### src/rtl/charging_pkg.sv
// Shared types and constants for the charging-station session sequencer.
package charging_pkg;

    typedef enum logic [2:0] {
        IDLE     = 3'd0,
        ARMED    = 3'd1,
        LOAD     = 3'd2,
        CHARGING = 3'd3,
        PAUSED   = 3'd4,
        DONE     = 3'd5
    } stateT;

    localparam logic [3:0]  MODE_SHORT = 4'd1;
    localparam logic [3:0]  MODE_LONG  = 4'd2;
    localparam logic [11:0] TIME_ZERO  = 12'h000;

    function automatic logic mode_valid(input logic [3:0] mode);
        return (mode == MODE_SHORT) || (mode == MODE_LONG);
    endfunction

endpackage

### src/rtl/charging_tick_prescaler.sv
// Divides the system clock down to one tick per TICK_DIV enabled cycles.
module charging_tick_prescaler #(
    parameter int TICK_DIV = 50000000
) (
    input  logic Clk,
    input  logic nReset,
    input  logic clear,
    input  logic run,
    output logic tick
);

    localparam int W = $clog2(TICK_DIV);
    localparam logic [W-1:0] LAST = W'(TICK_DIV - 1);

    logic [W-1:0] count;

    // Tick is combinational so the owner can register its strobe on the wrap edge.
    assign tick = run && !clear && (count == LAST);

    always_ff @(posedge Clk) begin
        if (!nReset || clear) begin
            count <= '0;
        end else if (run) begin
            count <= (count == LAST) ? '0 : count + W'(1);
        end
    end

endmodule

### src/rtl/charging_session_ctrl.sv
// Charging session sequencer driving the countdown timer.
// Optional pause/resume on Stop/Start is enabled by defining CHARGE_PAUSE_EN.
module charging_session_ctrl
    import charging_pkg::*;
#(
    parameter int TICK_DIV    = 50000000,
    parameter int ARM_TIMEOUT = 30,
    parameter int DONE_HOLD   = 100
) (
    input  logic        Clk,
    input  logic        nReset,
    input  logic        CoinIn,
    input  logic [3:0]  ModeSel,
    input  logic        Start,
    input  logic        Stop,
    input  logic [11:0] PresentTime,
    output logic        CounterEnable,
    output logic [3:0]  CounterInput,
    output logic        TimerReset_n,
    output logic        Charging,
    output logic        Done,
    output logic        Refund,
    output logic [2:0]  State
);

    localparam int AW = $clog2(ARM_TIMEOUT + 1);
    localparam int HW = $clog2(DONE_HOLD + 1);
    localparam logic [AW-1:0] ARM_LAST  = AW'(ARM_TIMEOUT - 1);
    localparam logic [HW-1:0] HOLD_LAST = HW'(DONE_HOLD - 1);

    stateT         state;
    logic [3:0]    modeLatch;
    logic [AW-1:0] armCnt;
    logic [HW-1:0] holdCnt;
    logic          ticked;
    logic          tick;
    logic          prescClear;
    logic          prescRun;
    logic          expire;

    assign prescClear   = (state == IDLE) || (state == LOAD);
    assign prescRun     = (state == ARMED) || (state == CHARGING);
    // Expiry only counts once the timer has actually been strobed this session.
    assign expire       = (PresentTime == TIME_ZERO) && ticked;
    assign TimerReset_n = nReset && (state != LOAD);
    assign CounterInput = modeLatch;
    assign State        = state;

    charging_tick_prescaler #(
        .TICK_DIV(TICK_DIV)
    ) prescaler (
        .Clk   (Clk),
        .nReset(nReset),
        .clear (prescClear),
        .run   (prescRun),
        .tick  (tick)
    );

    always_ff @(posedge Clk) begin
        if (!nReset) begin
            state         <= IDLE;
            modeLatch     <= MODE_SHORT;
            armCnt        <= '0;
            holdCnt       <= '0;
            ticked        <= 1'b0;
            CounterEnable <= 1'b0;
            Charging      <= 1'b0;
            Done          <= 1'b0;
            Refund        <= 1'b0;
        end else begin
            CounterEnable <= 1'b0;
            Charging      <= 1'b0;
            Done          <= 1'b0;
            Refund        <= 1'b0;
            holdCnt       <= '0;
            case (state)
                IDLE: begin
                    modeLatch <= MODE_SHORT;
                    armCnt    <= '0;
                    if (CoinIn) state <= ARMED;
                end
                ARMED: begin
                    if (mode_valid(ModeSel)) modeLatch <= ModeSel;
                    if (tick) armCnt <= armCnt + AW'(1);
                    if (Stop) begin
                        state  <= IDLE;
                        Refund <= 1'b1;
                    end else if (Start) begin
                        state <= LOAD;
                    end else if (tick && armCnt == ARM_LAST) begin
                        state  <= IDLE;
                        Refund <= 1'b1;
                    end
                end
                LOAD: begin
                    ticked   <= 1'b0;
                    state    <= CHARGING;
                    Charging <= 1'b1;
                end
                CHARGING: begin
                    if (tick) ticked <= 1'b1;
                    if (expire) begin
                        state <= DONE;
                        Done  <= 1'b1;
                    end else if (Stop) begin
`ifdef CHARGE_PAUSE_EN
                        state <= PAUSED;
`else
                        state <= DONE;
                        Done  <= 1'b1;
`endif
                    end else begin
                        Charging      <= 1'b1;
                        CounterEnable <= tick;
                    end
                end
                PAUSED: begin
`ifdef CHARGE_PAUSE_EN
                    if (Stop) begin
                        state <= DONE;
                        Done  <= 1'b1;
                    end else if (Start) begin
                        state    <= CHARGING;
                        Charging <= 1'b1;
                    end
`else
                    state <= IDLE;
`endif
                end
                DONE: begin
                    if (holdCnt == HOLD_LAST) begin
                        state <= IDLE;
                    end else begin
                        holdCnt <= holdCnt + HW'(1);
                        Done    <= 1'b1;
                    end
                end
                default: state <= IDLE;
            endcase
        end
    end

endmodule
### config.mk
export PLATFORM = sky130hd
export DESIGN_NAME = charging_session_ctrl
export DESIGN_NICKNAME = d
export VERILOG_FILES = /design/src/rtl/charging_pkg.sv /design/src/rtl/charging_tick_prescaler.sv /design/src/rtl/charging_session_ctrl.sv
export SDC_FILE = /design/constraint.sdc
export NUM_CORES = 1
export LEC_CHECK = 0
export CAP_MARGIN = 20
export CORE_MARGIN = 2
export CORE_UTILIZATION = 50
export CTS_BUF_LIST = sky130_fd_sc_hd__clkbuf_8
export DETAILED_ROUTE_END_ITERATION = 6
export HOLD_SLACK_MARGIN = 0.15
export MAX_ROUTING_LAYER = met4
export PLACE_DENSITY = 0.82
export SYNTH_ARGS = -nofsm -noshare
export SYNTH_HDL_FRONTEND = slang
export SYNTH_SLANG_ARGS = --single-unit
### constraint.sdc
create_clock -name Clk -period 2.8 [get_ports Clk]
set_input_delay 0.7 -clock Clk [delete_from_list [all_inputs] [get_ports Clk]]
set_output_delay 0.7 -clock Clk [all_outputs]
set_load 0.02 [all_outputs]
Word-level counts from Yosys, hierarchy flattened
Cells that the tools add are included.
{ "totals": {"regBits": 50, "latch_bits": 0, "mem_bits_rw": 0, "romBits": 0, "inputBits": 21, "out_inout_bits": 12, "elab_cells": 80, "memories": 0} }
{ "op_classes": {"add_sub_neg": 3, "n_mul": 0, "div_mod_pow": 0, "magnitude_cmp": 0, "n_eq_ne": 17, "shifts": 0, "n_mux": 25, "bitwise_logic": 3, "n_reduce_logical": 22} }
{ "op_table": {"columns": ["operator", "n"], "rows": [
  ["$add A26 B1 Y26 const B", 1],
  ["$eq A26 B26 Y1 const B", 1],
  ["$mux W26", 1],
  ["$mux W3", 7],
  ["$pmux W3 S5", 1],
  ["$logic_not A12 Y1", 1],
  ["$pmux W5 S2", 1],
  ["$mux W1", 9],
  ["$ne A2 B2 Y1 const B", 4],
  ["$pmux W4 S2", 1],
  ["$reduce_and A2 Y1", 4],
  ["$add A7 B1 Y7 const B", 1],
  ["$eq A7 B7 Y1 const B", 1],
  ["$eq A3 B2 Y1 const B", 2],
  ["$pmux W1 S2", 3],
  ["$add A5 B1 Y5 const B", 1],
  ["$eq A5 B5 Y1 const B", 1],
  ["$logic_and A1 B1 Y1", 5],
  ["$mux W5", 1],
  ["$eq A4 B1 Y1 const B", 1],
  ["$eq A4 B2 Y1 const B", 1],
  ["$logic_or A1 B1 Y1", 4],
  ["$mux W4", 1],
  ["$ne A4 B3 Y1 const B", 1],
  ["12 further kinds", 16]
]} }

Longest topological paths before layout
Gate-level depths: netlist of run 1.
{ "logic_depth": {"word_depth": 10, "ltp_mapped": 7, "ltp_nobuf": 6} }

Modules after synthesis
From an unflattened synthesis of run 1, not the netlist that was laid out.
{ "hier_totals": {"hier_cells": 283, "area_unflattened_um2": 2561.2} }
{ "by_module_without_submodules": {"columns": ["mod", "n_inst", "cells_each", "area_per_inst_um2", "seq_area_each_um2"], "rows": [
  ["charging_tick_prescaler", 1, 154, 1371.3, 520.5],
  ["charging_session_ctrl", 1, 129, 1189.9, 480.5]
]} }

Worst setup path before layout of run 1
OpenSTA, ideal clock, no wires.
{ "synth_timing": {"path_kind": "register to register", "from": "reg state[2] (netlist: State[2])", "to": "reg prescaler.count[11]", "t_arrival_ps": 1902, "required_ps": 2686, "setup_slack_ps": 784, "path_stages_with_launch": 8, "period_less_slack_ps": 2016, "path_cell_list": "dfxtp_1 buf_2 nand2b_1 clkbuf_1 nor3_2 or3b_2 xor2_1 nor2_1"} }
{ "synth_between": {"elab_chain_cells": 3, "word_cells_on_any_way": 7, "classes_between": "eq/ne: 3; reduce/logical: 4"} }
{ "synth_rtl": {"columns": ["item", "line", "text"], "rows": [
  ["start, declared", "charging_session_ctrl.sv:31", "stateT state;"],
  ["start signal, assigned", "charging_session_ctrl.sv:61", "state <= IDLE;"],
  ["start signal, assigned", "charging_session_ctrl.sv:80", "if (CoinIn) state <= ARMED;"],
  ["start signal, assigned", "charging_session_ctrl.sv:86", "state <= IDLE;"],
  ["$eq A3 B2 Y1 or $logic_not A3 Y1 (tied branches)", "charging_session_ctrl.sv:41", "assign prescClear = (state == IDLE) || (state == LOAD);"],
  ["$logic_or A1 B1 Y1", "charging_session_ctrl.sv:41", null],
  ["$logic_or A1 B1 Y1", "charging_tick_prescaler.sv:21", "if (!nReset || clear) begin"],
  ["end signal, assigned", "charging_tick_prescaler.sv:24", "count <= (count == LAST) ? '0 : count + W'(1);"],
  ["end, declared", "charging_tick_prescaler.sv:15", "logic [W-1:0] count;"]
]} }
Several ways; a longest one is shown, not always the timed one.
A chain may end at the register's enable or synchronous reset.

Worst setup path in the final report of run 1
{ "layout_timing": {"from": "in nReset", "to": "out TimerReset_n"} }
{ "layout_between": {"elab_chain_cells": 1} }
{ "layout_rtl": {"columns": ["item", "line", "text"], "rows": [
  ["start, declared", "charging_session_ctrl.sv:11", "input logic nReset,"],
  ["$logic_and A1 B1 Y1", "charging_session_ctrl.sv:45", "assign TimerReset_n = nReset && (state != LOAD);"],
  ["end, declared", "charging_session_ctrl.sv:19", "output logic TimerReset_n,"]
]} }
No other way between the ends.

==> results of run 1 <==
metrics by stage:
step | setup WS [ns] | total power [W] | instance area (µm²) | cells | hold slack, ns
global route | 0.09929 | 0.001382 | 2794 | 357 | 0.4843
detailed placement | 0.1646 | 0.0008492 | 2685 | 349 | 0.4411
CTS | 0.1562 | 0.001348 | 2794 | 357 | 0.4546
finish | 0.1581 | 0.001336 | 2794 | 357 | 0.4488
floorplan | 0.7837 | 0.0007993 | 2321 | 269 | 0.4132
global placement | 0.1637 | 0.0008473 | 2685 | 349 | 0.4305
report_power, final:
group          total [W]  internal [W]  switching (W)
clock           0.000504      0.000263       0.000240
sequential      0.000724      0.000716     0.00000794
combinational   0.000108     0.0000558      0.0000521
total            0.00134       0.00104       0.000300
worst max-delay path, delay by kind of cell:
kind	cells	cell delay, ns
buffers and inverters	2	1.09
AOI/OAI and AO/OA	1	0.16
routing by layer:
metal | vias up | global-route usage, % | routed length [µm] | part of all wire, %
met5 | - | - | 0 | 0
li1 | 1008 | - | - | -
met4 | 0 | 9.644 | 94 | 2.0
met1 | 931 | 25.59 | 2197 | 47
met3 | 10 | 4.583 | 132 | 2.8
met2 | 22 | 32.21 | 2293 | 49
cell families (layout without fill, tap and decap cells):
kind of cell	count (synthesis)	after routing	share of synthesized area, %
and+or+nand+nor	136	136	29.92
xor gates and xnor gates	30	30	11.32
AOI/OAI and AO/OA	29	29	8.357
adders and majority gates	4	4	2.156
DFF	50	50	43.13
muxes	3	3	1.294
buffers and inverters	17	53	3.827
state kept, by name, summed over array words and instances (netlist names):
name,count
CounterEnable,1
ticked,1
Charging,1
Refund,1
prescaler.count,26
armCnt,5
Done,1
State,3
CounterInput,4
holdCnt,7
synth_stat cells (all sizes together) (4+ instances only):
| cell | number | area [µm²] |
|---|---|---|
| o21ai | 10 | 61.31 |
| nand4 | 12 | 75.07 |
| xor2 | 20 | 175.2 |
| or3 | 5 | 31.28 |
| dfxtp | 50 | 1001 |
| nand3 | 22 | 110.1 |
| nor2 | 45 | 168.9 |
| buf | 6 | 47.54 |
| nor3 | 6 | 35.03 |
| inv | 8 | 30.03 |
| xnor2 | 10 | 87.58 |
| ha | 4 | 50.05 |
| a21oi | 8 | 40.04 |
| nand2 | 19 | 71.32 |
| and3 | 7 | 43.79 |
cell type report:
type / count / area [µm²] / area share (%)
inverter: 8 / 30.03 / 1.075
clock buffer: 5 / 68.82 / 2.463
multi-input combinational: 202 / 1231 / 44.07
sequential: 50 / 1001 / 35.83
timing repair buffer: 37 / 357.8 / 12.81
clock inverter: 3 / 40.04 / 1.433
tap: 52 / 65.06 / 2.329
final timing paths:
path	startpoint	to	slack, ns	cells past startpoint
max	nReset	TimerReset_n	0.16	3
min	holdCnt[0]	holdCnt[0]	0.45	1
max reg2reg	prescaler.count[18]	prescaler.count[7]	0.60	6
min reg2reg	holdCnt[0]	holdCnt[0]	0.45	1
==> results.cfg, run 1 <==
[worst_setup_path]
worstSetupStartpointType = input port
worst-setup-path-type = in -> out
timing.critical_path.slowest_cell_delay_ns = 0.61
cpMostUsedCell = sky130_fd_sc_hd__clkdlybuf4s50_1
setup.worst_path.end_class = output port
critical_path.cell_chain = clkdlybuf4s50_1, o31a_1, clkdlybuf4s50_1
timing.critical_path.required_ns = 2.10
crit_fanout = 2
timing.critical_path.arrival_ns = 1.94
cpMaxStageDelayCell = sky130_fd_sc_hd__clkdlybuf4s50_1

[global_routing]
grt_start_max_net_pins = 27
global_route.usage.total_pct = 20.69
grt_first_pass_wirelength_mm = 8.204
grt_antenna_before_repair = 0
grt_pass1_vias = 1867
grt_overflow = 0

[hold_path]
worst_hold_path_type = reg -> reg

[sta]
timing.final.crit_share_pct = 94.35
grt_setup_unrepaired = false
finalSetupViolCount = 0
timing.slew.headroom_pct = 65.48
final_max_slew_viol_count = 0
max_clock_freq_ghz = 0.3785
finalWorstPathRequiredPeriod_ns = 2.642
fin_setup_tns_ns = 0
timing_worst_slew_pin_value_ns = 0.5158
timing_hold_violations_final = 0
final.setup_skew_ns = 0.008985

[clock_tree]
cts_root_buf = sky130_fd_sc_hd__clkbuf_8
cts.reportedPaths.clkPinSlew_ns = 0.09
numClockSinks = 50
cts_tree = yes
post_cts_repair_setup_buffers = 0
clock_tree.htree_level_count = 2
cts.hold.buffers_added = 0
clk_path_buf_depth = 2
post_cts.resized_instances = 0
clock_latency_on_the_worst_skew_pair_ns = 0.31
tritoncts.num_buffers = 5

[route]
dr_total_vias = 1971
route.detailed.drc = 0
drt_pass1_iterations = 4
antenna_left = 0
drtIter0Drc = 159
vias_per_cell = 5.521
detail_route.wirelength_mm = 4.718
detail_routed_net_length_per_standard_cell_um = 13.22

[synth]
share_of_synthesized_registers_carrying_an_async_set_or_reset_pct = 0
postSynthRegisterBits = 50
synth_sequential_area_ratio_pct = 43.13
synthesis.yosys.warnings = 0
synth.cell_area_mm2 = 0.002321
ys_dominant_reg_cell = sky130_fd_sc_hd__dfxtp_1
synth_cells = 269
synth_enable_flop_cells = 0
synthDistinctLibCells = 43
synth_area_per_cell_um2 = 8.628
synth_fp_nets = 294

[layout]
ant_diodes = 0
num-fill-cells = 385
areaGrowthSynthToFinish_pct = 20.38
final_layout_size_suffix_gt1_share_pct = 6.885
layout_common_cells = sky130_fd_sc_hd__dfxtp_1, sky130_fd_sc_hd__nor2_1, sky130_fd_sc_hd__clkdlybuf4s50_1
mostFrequentLayoutCell = sky130_fd_sc_hd__dfxtp_1
finished_core_util_pct = 63.29
num-nets-final = 329

[power]
vdd_ir_drop_max_uv = 258.8
leakage_nw = 0.9581
power_density_mw_per_mm2 = 478.1

[die]
core_region_area_mm2 = 0.004414
initial_standard_cell_utilization_of_the_core_pct = 52.58
dieHeight_um = 72.13
num_rows = 24
top_ports = 33
die_w_um = 72.13
die_outline_area_mm2 = 0.005203

[run_status]
outcome = finished, final reports clean

[place]
hpwl_mm = 3.367
gp_routability_congestion = 0.8340
port-buffer-count = 32

[job]
timing.max_cap.violations = 0
No activity file was read; power rests on OpenSTA's default activity.
==> run 2, diff against run 1 <==
==> constraint.sdc (replaced) <==
create_clock -name Clk -period 2.8 [get_ports Clk]
set_input_delay 0.56 -clock Clk [delete_from_list [all_inputs] [get_ports Clk]]
set_output_delay 0.56 -clock Clk [all_outputs]
set_load 0.01 [all_outputs]
==> run 2 against run 1 <==
Net effect:
- wire length decreased by 3.2%
- largest cell class unchanged
- flip-flop and latch count unchanged
- register-to-register slack about the same
- worst setup slack improved by 0.34 ns
==> results.cfg, run 2 (same netlist as run 1, synthesis figures left out) <==
[run_status]
outcome = finished, final reports clean

[clock_tree]
post_cts_repair_setup_buffers = 0
cts.reportedPaths.clkPinSlew_ns = 0.08
tritoncts.num_buffers = 5
clock_latency_on_the_worst_skew_pair_ns = 0.31
numClockSinks = 50
clock_tree.htree_level_count = 2
post_cts.resized_instances = 0
cts_root_buf = sky130_fd_sc_hd__clkbuf_8
cts.hold.buffers_added = 0
cts_tree = yes
clk_path_buf_depth = 2

[worst_setup_path]
crit_fanout = 2
timing.critical_path.required_ns = 2.24
setup.worst_path.end_class = output port
worstSetupStartpointType = input port
timing.critical_path.arrival_ns = 1.74
timing.reg2reg.setup_slack_ns = 0.60
worst-setup-path-type = in -> out

[power]
vdd_ir_drop_max_uv = 300.1
leakage_nw = 0.9526
power_density_mw_per_mm2 = 468.4

[layout]
final_layout_size_suffix_gt1_share_pct = 6.579
reg.largest.list = prescaler.count (26), holdCnt (7), armCnt (5)
seqCellArea_mm2 = 0.001001
multiInputGateArea_mm2 = 0.001231
regMostFlops = prescaler.count
largest_register_ffs = 26
ant_diodes = 0
mostFrequentLayoutCell = sky130_fd_sc_hd__dfxtp_1
finished_core_util_pct = 63.15
areaGrowthSynthToFinish_pct = 20.11
num-fill-cells = 384
layout_common_cells = sky130_fd_sc_hd__dfxtp_1, sky130_fd_sc_hd__nor2_1, sky130_fd_sc_hd__clkdlybuf4s50_1
layout.cells.non_filler = 356
num-nets-final = 328

[route]
detail_route.wirelength_mm = 4.567
route.detailed.drc = 0
vias_per_cell = 5.492
drt_pass1_iterations = 4
antenna_left = 0
drtIter0Drc = 103
detail_routed_net_length_per_standard_cell_um = 12.83
dr_total_vias = 1955

[die]
dieHeight_um = 72.13
die_w_um = 72.13
num_rows = 24
top_ports = 33
initial_standard_cell_utilization_of_the_core_pct = 52.58
core_region_area_mm2 = 0.004414
die_outline_area_mm2 = 0.005203

[place]
placedCellCount = 348
gp_routability_congestion = 0.8211
hpwl_mm = 3.342
port-buffer-count = 32

[global_routing]
grt_pass1_vias = 1828
grt_start_max_net_pins = 27
grt_antenna_before_repair = 0
global_route.usage.total_pct = 19.84
grt_first_pass_wirelength_mm = 7.976
grt_overflow = 0

[sta]
grt_setup_unrepaired = false
timing_worst_slew_pin_value_ns = 0.4700
finalWorstPathRequiredPeriod_ns = 2.301
final.setup_skew_ns = 0.007698
timing_hold_violations_final = 0
timing.slew.headroom_pct = 68.55
timing.final.crit_share_pct = 82.18
finalSetupViolCount = 0
max_clock_freq_ghz = 0.4346
fin_setup_tns_ns = 0
final_max_slew_viol_count = 0

[job]
timing.max_cap.violations = 0

[hold_path]
worst_hold_path_type = reg -> reg
-- run 2: final timing paths --
path                                           from                   to  cells after the start
worst min register to register           holdCnt[0]           holdCnt[0]                      1
worst max register to register  prescaler.count[18]  prescaler.count[19]                      6
worst max-delay path                         nReset         TimerReset_n                      3
worst min-delay path                     holdCnt[0]           holdCnt[0]                      1
-- run 2: layout make-up --
| cell class | instances | share of cell area [%] |
|---|---|---|
| flip-flops and latches | 50 | 35.91 |
| repair buffers | 36 | 12.57 |
| clock buffers | 8 | 3.950 |
| inverters | 8 | 1.077 |
| well taps | 52 | 2.334 |
| multi-input cells | 202 | 44.17 |
-- run 2: worst max-delay path, cell delays in order --
cell and delay (ns):
sky130_fd_sc_hd__clkdlybuf4s50_1 0.48, sky130_fd_sc_hd__o31a_1 0.16, sky130_fd_sc_hd__clkdlybuf4s50_1 0.54
-- run 2: per-stage QoR --
step	hold WS, ns	area [µm²]	power [W]	worst slack (ns)
5_1_grt	0.4895	2788	0.001358	0.4135
4_1_cts	0.4552	2788	0.001319	0.4916
3_3_place_gp	0.4268	2678	0.0008404	0.5118
3_5_place_dp	0.4364	2678	0.0008425	0.4989
6_report	0.4478	2788	0.001306	0.4989
2_1_floorplan	0.4132	2321	0.0007950	0.8145
-- run 2: power breakdown --
part | switching, W | internal, W
clock network | 0.000230 | 0.000250
logic | 0.0000462 | 0.0000539
registers | 0.00000937 | 0.000716
total | 0.000286 | 0.00102
-- run 2: layer usage --
layer	share of wire [%]	track usage (%)
met1	46	25.11
met2	49	30.89
met3	2.3	4.167
met4	2.1	8.176
met5	0	-
